$ cat config.mk
export PLATFORM = sky130hd
export DESIGN_NAME = mips_exe_path
export DESIGN_NICKNAME = d
export VERILOG_FILES = /design/src/rtl/mips_pkg.sv /design/src/rtl/mips_alu.sv /design/src/rtl/mips_exe_path.sv
export SDC_FILE = /design/constraint.sdc
export NUM_CORES = 1
export LEC_CHECK = 0
export ABC_AREA = 1
export BUFFER_PORTS_ARGS = -buffer_cell sky130_fd_sc_hd__buf_2
export CAP_MARGIN = 0
export CORE_MARGIN = 3
export CORE_UTILIZATION = 50
export DETAILED_ROUTE_END_ITERATION = 8
export GPL_TIMING_DRIVEN = 0
export PLACE_DENSITY_LB_ADDON = 0.25
export REMOVE_ABC_BUFFERS = 1
export SYNTH_ARGS = -nofsm -noshare
export SYNTH_HDL_FRONTEND = slang
export SYNTH_SLANG_ARGS = --single-unit
$ cat constraint.sdc
create_clock -name clk -period 4.55 [get_ports clk]
set_clock_uncertainty 0.15 [all_clocks]
set_input_delay 0.455 -clock clk [delete_from_list [all_inputs] [get_ports clk]]
set_output_delay 0.455 -clock clk [all_outputs]
set_load 0.05 [all_outputs]
$ cat src/rtl/mips_pkg.sv
// Shared definitions for the MIPS execute path: ALU opcodes, RegDst encodings,
// and the packed layouts of the ID/EX and EX/MEM pipeline registers.
package mips_pkg;

   localparam int REG_W = 5;

   localparam logic [3:0] ALU_AND = 4'b0000;
   localparam logic [3:0] ALU_OR  = 4'b0001;
   localparam logic [3:0] ALU_ADD = 4'b0010;
   localparam logic [3:0] ALU_XOR = 4'b0011;
   localparam logic [3:0] ALU_SUB = 4'b0110;
   localparam logic [3:0] ALU_SLT = 4'b0111;
   localparam logic [3:0] ALU_SLL = 4'b1000;
   localparam logic [3:0] ALU_SRL = 4'b1001;
   localparam logic [3:0] ALU_SRA = 4'b1010;
   localparam logic [3:0] ALU_LUI = 4'b1011;
   localparam logic [3:0] ALU_NOR = 4'b1100;

   localparam logic [1:0] RD_RT = 2'b00;
   localparam logic [1:0] RD_RD = 2'b01;
   localparam logic [1:0] RD_RA = 2'b10;

   typedef struct packed {
      logic [31:0]      pc_plus4;
      logic [31:0]      read_data1;
      logic [31:0]      read_data2;
      logic [31:0]      inst_extended;
      logic [REG_W-1:0] rt;
      logic [REG_W-1:0] rd;
      logic [REG_W-1:0] shamt;
      logic [1:0]       reg_dst;
      logic [3:0]       alu_op;
      logic             alu_src;
      logic             alu_src1;
      logic             mem_read;
      logic             mem_write;
      logic             mem_to_reg;
      logic             data_c;
      logic             reg_write;
   } id_ex_t;

   typedef struct packed {
      logic [31:0]      alu_result;
      logic [31:0]      write_data;
      logic [31:0]      pc_plus4;
      logic [REG_W-1:0] write_reg;
      logic             zero;
      logic             mem_read;
      logic             mem_write;
      logic             mem_to_reg;
      logic             data_c;
      logic             reg_write;
   } ex_mem_t;

endpackage

$ cat src/rtl/mips_alu.sv
// Combinational 32-bit EX-stage ALU; shift amounts come from operand A[4:0]
// so the shamt mux in the top can feed shifts directly.
module mips_alu
   import mips_pkg::*;
(
   input  logic [31:0] a,
   input  logic [31:0] b,
   input  logic [3:0]  op,
   output logic [31:0] result,
   output logic        zero
);

   always_comb begin
      result = 32'd0;
      case (op)
         ALU_AND: result = a & b;
         ALU_OR:  result = a | b;
         ALU_ADD: result = a + b;
         ALU_SUB: result = a - b;
         ALU_SLT: result = {31'd0, ($signed(a) < $signed(b))};
         ALU_NOR: result = ~(a | b);
         ALU_XOR: result = a ^ b;
         ALU_SLL: result = b << a[4:0];
         ALU_SRL: result = b >> a[4:0];
         ALU_SRA: result = $unsigned($signed(b) >>> a[4:0]);
         ALU_LUI: result = {b[15:0], 16'd0};
         default: result = 32'd0;
      endcase
   end

   assign zero = (result == 32'd0);

endmodule

$ cat src/rtl/mips_exe_path.sv
// Execute section of the 5-stage MIPS pipeline: ID/EX register, ALU with
// operand muxes, destination select, and EX/MEM register.
module mips_exe_path
   import mips_pkg::*;
(
   input  logic             clk,
   input  logic             rst,
   input  logic             flush,
   input  logic             freeze,
   input  logic [31:0]      pc_plus4_in,
   input  logic [31:0]      read_data1_in,
   input  logic [31:0]      read_data2_in,
   input  logic [31:0]      inst_extended_in,
   input  logic [REG_W-1:0] rt_in,
   input  logic [REG_W-1:0] rd_in,
   input  logic [REG_W-1:0] shamt_in,
   input  logic [1:0]       reg_dst_in,
   input  logic [3:0]       alu_op_in,
   input  logic             alu_src_in,
   input  logic             alu_src1_in,
   input  logic             mem_read_in,
   input  logic             mem_write_in,
   input  logic             mem_to_reg_in,
   input  logic             data_c_in,
   input  logic             reg_write_in,
   output logic [31:0]      alu_result_mem,
   output logic [31:0]      write_data_mem,
   output logic [REG_W-1:0] write_reg_mem,
   output logic [31:0]      pc_plus4_mem,
   output logic             zero_mem,
   output logic             mem_read_mem,
   output logic             mem_write_mem,
   output logic             mem_to_reg_mem,
   output logic             data_c_mem,
   output logic             reg_write_mem
);

   id_ex_t           id_ex;
   id_ex_t           id_ex_next;
   ex_mem_t          ex_mem;
   ex_mem_t          ex_mem_next;
   logic [31:0]      op_a;
   logic [31:0]      op_b;
   logic [31:0]      alu_result;
   logic             alu_zero;
   logic [REG_W-1:0] write_reg;

   assign id_ex_next = '{
      pc_plus4:      pc_plus4_in,
      read_data1:    read_data1_in,
      read_data2:    read_data2_in,
      inst_extended: inst_extended_in,
      rt:            rt_in,
      rd:            rd_in,
      shamt:         shamt_in,
      reg_dst:       reg_dst_in,
      alu_op:        alu_op_in,
      alu_src:       alu_src_in,
      alu_src1:      alu_src1_in,
      mem_read:      mem_read_in,
      mem_write:     mem_write_in,
      mem_to_reg:    mem_to_reg_in,
      data_c:        data_c_in,
      reg_write:     reg_write_in
   };

   assign op_a = id_ex.alu_src1 ? {27'd0, id_ex.shamt} : id_ex.read_data1;
   assign op_b = id_ex.alu_src  ? id_ex.inst_extended  : id_ex.read_data2;

   mips_alu u_alu (
      .a      (op_a),
      .b      (op_b),
      .op     (id_ex.alu_op),
      .result (alu_result),
      .zero   (alu_zero)
   );

   // The unused 2'b11 encoding falls back to rt, same as I-type.
   always_comb begin
      write_reg = id_ex.rt;
      case (id_ex.reg_dst)
         RD_RD:   write_reg = id_ex.rd;
         RD_RA:   write_reg = 5'd31;
         default: write_reg = id_ex.rt;
      endcase
   end

   assign ex_mem_next = '{
      alu_result: alu_result,
      write_data: id_ex.read_data2,
      pc_plus4:   id_ex.pc_plus4,
      write_reg:  write_reg,
      zero:       alu_zero,
      mem_read:   id_ex.mem_read,
      mem_write:  id_ex.mem_write,
      mem_to_reg: id_ex.mem_to_reg,
      data_c:     id_ex.data_c,
      reg_write:  id_ex.reg_write
   };

   // Flush beats freeze: a flushed slot still lets the EX instruction advance.
   always_ff @(posedge clk) begin
      if (rst) begin
         id_ex  <= '0;
         ex_mem <= '0;
      end else begin
         if (flush)
            id_ex <= '0;
         else if (!freeze)
            id_ex <= id_ex_next;

         if (freeze && !flush)
            ex_mem <= '0;
         else
            ex_mem <= ex_mem_next;
      end
   end

   assign alu_result_mem = ex_mem.alu_result;
   assign write_data_mem = ex_mem.write_data;
   assign write_reg_mem  = ex_mem.write_reg;
   assign pc_plus4_mem   = ex_mem.pc_plus4;
   assign zero_mem       = ex_mem.zero;
   assign mem_read_mem   = ex_mem.mem_read;
   assign mem_write_mem  = ex_mem.mem_write;
   assign mem_to_reg_mem = ex_mem.mem_to_reg;
   assign data_c_mem     = ex_mem.data_c;
   assign reg_write_mem  = ex_mem.reg_write;

endmodule

==> results_dict.tcl <==
set metrics [dict create \
    slew_headroom 0.114 \
    area_growth_pct 16.4 \
    ant_nets 0 \
    maxSlewViolCount 0 \
    dr.pass1.iters 6 \
    h-tree-depth 1 \
    dp.cells 3770 \
    fin_crit_sh 0.965 \
    routedWlPerCell_um 22.4 \
    peakVddDrop_uv 336 \
    grt_pass1_vias 22300 \
    drc 0 \
    totalWireLength_mm 87.1 \
    post_dp_cell_area_mm2 0.0204 \
    layout_common_cells "939 x nand2_1, 398 x nor2_1, 397 x nand3_1" \
    tritoncts "built" \
    async_flop_share 0 \
    core-area_mm2 0.0370 \
    synthCells 3155 \
    numCtsBuffers 27 \
    fmax_mhz 228 \
    multiInputGateArea_mm2 0.0117 \
    synth-seq-cells 263 \
    grt_max_degree 180 \
    synth_seq_area_share 0.278 \
    status "finished, final reports clean" \
    power_leakage_nw 11.0 \
    regArea_mm2 0.00527 \
    nets 3626 \
    crit_fanout 53 \
    required_ns 4.91 \
    clockRootBuffer "clkbuf_16" \
    drt_iter0_markers 3015 \
    post-place-ws_ns -1.71 \
    die_y_um 201 \
    total_power_w 0.00628 \
    vias 23500 \
    hp-class "in2reg" \
    antenna_found_initial 3 \
    cp.arrival_ns 4.75 \
    grt.overflow.total 0 \
    stdcell_count 3893 \
    path_class "reg2reg" \
    fin_area_mm2 0.0221 \
    die_area_mm2 0.0403 \
    std_cell_rows 70 \
    place_congestion 1.02 \
    critPathCaptureType "register" \
    ys_warn_count 0 \
    setup_ws_ns 0.157 \
    grt_pass1_wl_mm 130 \
    min_period_ns 4.39 \
    post-route-util 0.597 \
    maxCapViolCount 0 \
    clock_path_buffers 3 \
    synth_area_mm2 0.0190 \
    rsz0062_at_grt "false" \
    clk_latency_ns 0.57 \
    avgSynthCellArea_um2 6.01 \
    grtUsageTotal 0.411 \
    start_util 0.513 \
    synth_edf_count 0 \
    power_density_mw_per_mm2 285 \
    fillers 3477 \
    synth_ff_type "dfxtp_1" \
    clock-sinks 263 \
    clk_pin_slew_ns 0.07 \
    viasPerCell 6.03 \
    dp_hpwl_mm 63.5 \
    worst_pin_slew_ns 1.33 \
    io_buffers 266 \
    cp-start-kind "register" \
    mostFrequentLayoutCell "nand2_1" \
    yosysUniqueCellTypes 46 \
    io_pins 267 \
    setup_viol 0 \
    die_x_um 201 \
    drive_above_1_share 0.114 \
    hold_violations 0 \
]
power by group:
part	switching [W]	internal (W)
clock network	0.000974	0.00122
logic	0.00119	0.000470
registers	0.0000411	0.00238
total	0.00221	0.00407
cell usage after synthesis, drive strengths merged, types with 2 or more instances:
library cell	count	area, um^2
dfxtp	263	5270
o22ai	17	106
inv	349	1310
and2	3	18.8
a211oi	93	698
o211ai	16	120
or2	6	37.5
o21a	2	15.0
o2111ai	9	78.8
fa	2	40.0
nor3	21	110
ha	98	1230
xor2	4	35.0
a21oi	174	875
o21bai	13	97.6
nor2	405	1540
clkbuf	87	327
nand3	399	2010
a31oi	4	25.0
nor4	5	31.3
nand2	959	3650
a221oi	15	131
clkinv	2	7.51
o21ai	98	513
buf	76	472
nand4	30	188
o221ai	2	17.5
flip-flops by register name (all words and copies together) (netlist names):
signal	count
write_reg_mem	5
mem_write_mem	1
ex_mem_next	69
mem_read_mem	1
pc_plus4_mem	32
reg_write_mem	1
id_ex	87
write_data_mem	32
mem_to_reg_mem	1
zero_mem	1
alu_result_mem	32
data_c_mem	1
layout make-up:
type / instances / share of cell area
diodes: 3 / 0.000340
clock buffers: 35 / 0.0338
clock inverters: 14 / 0.00561
inverters: 351 / 0.0623
multi-input cells: 2381 / 0.530
flip-flops and latches: 263 / 0.239
well taps: 504 / 0.0286
repair buffers: 342 / 0.101
stage by stage:
| stage | setup TNS [ns] | hold WS (ns) |
|---|---|---|
| 3_3_place_gp | -415.80 | 0.275 |
| 3_5_place_dp | -31.15 | 0.276 |
| 6_report | 0 | 0.00535 |
| 4_1_cts | 0 | 0.000181 |
| 5_1_grt | 0 | 0.0101 |
| 2_1_floorplan | 0 | 0.266 |
path summary, 6_finish.rpt:
kind	startpoint	to	slack (ns)	cells after the start
max reg2reg	id_ex[5]	zero_mem	0.16	19
min	pc_plus4_in[3]	ex_mem_next[14]	0.005	3
max	id_ex[5]	zero_mem	0.16	19
min reg2reg	ex_mem_next[1]	data_c_mem	0.29	2
per-layer routing:
metal | global-route usage | wire length, um | up-vias
met5 | 0 | 0 | -
met4 | 0.242 | 6780 | 0
met3 | 0.0748 | 8840 | 392
met2 | 0.667 | 38400 | 1560
met1 | 0.512 | 33100 | 10900
li1 | - | - | 10700
worst max-delay path, cell delays in order (launching register included):
cell	delay, ns
dfxtp_4	0.48
clkinv_8	0.23
o21ai_4	0.61
buf_16	0.26
inv_8	0.12
ha_1	0.28
inv_1	0.06
nand2_1	0.11
nor2_1	0.29
o21ai_1	0.17
or2_2	0.30
nand3_1	0.08
nand2_1	0.08
nor2_1	0.44
nand2_1	0.11
nor2_1	0.11
nand2_1	0.07
nor2_1	0.11
nand4_1	0.09
nor2_1	0.10
what timing repair did:
| item | CTS | global route |
|---|---|---|
| gates cloned | 2 | 1 |
| resized for setup | 12 | 22 |
| hold buffers | 65 | 0 |
| pin swaps | 3 | 1 |
| buffers inserted | 2 | 1 |
| setup endpoints to repair | 33 | 7 |
| endpoints found under the hold margin | 65 | 0 |
kinds of logic after synthesis:
group                      Yosys count  share of synthesized area
and+or+nand+nor                   1829                      0.400
xor gates and xnor gates             4                    0.00185
DFF                                263                      0.278
adders and majority gates          100                     0.0667
buffers and inverters              514                      0.112
AOI/OAI and AO/OA                  445                      0.142
No activity file was read; power rests on OpenSTA's default activity.
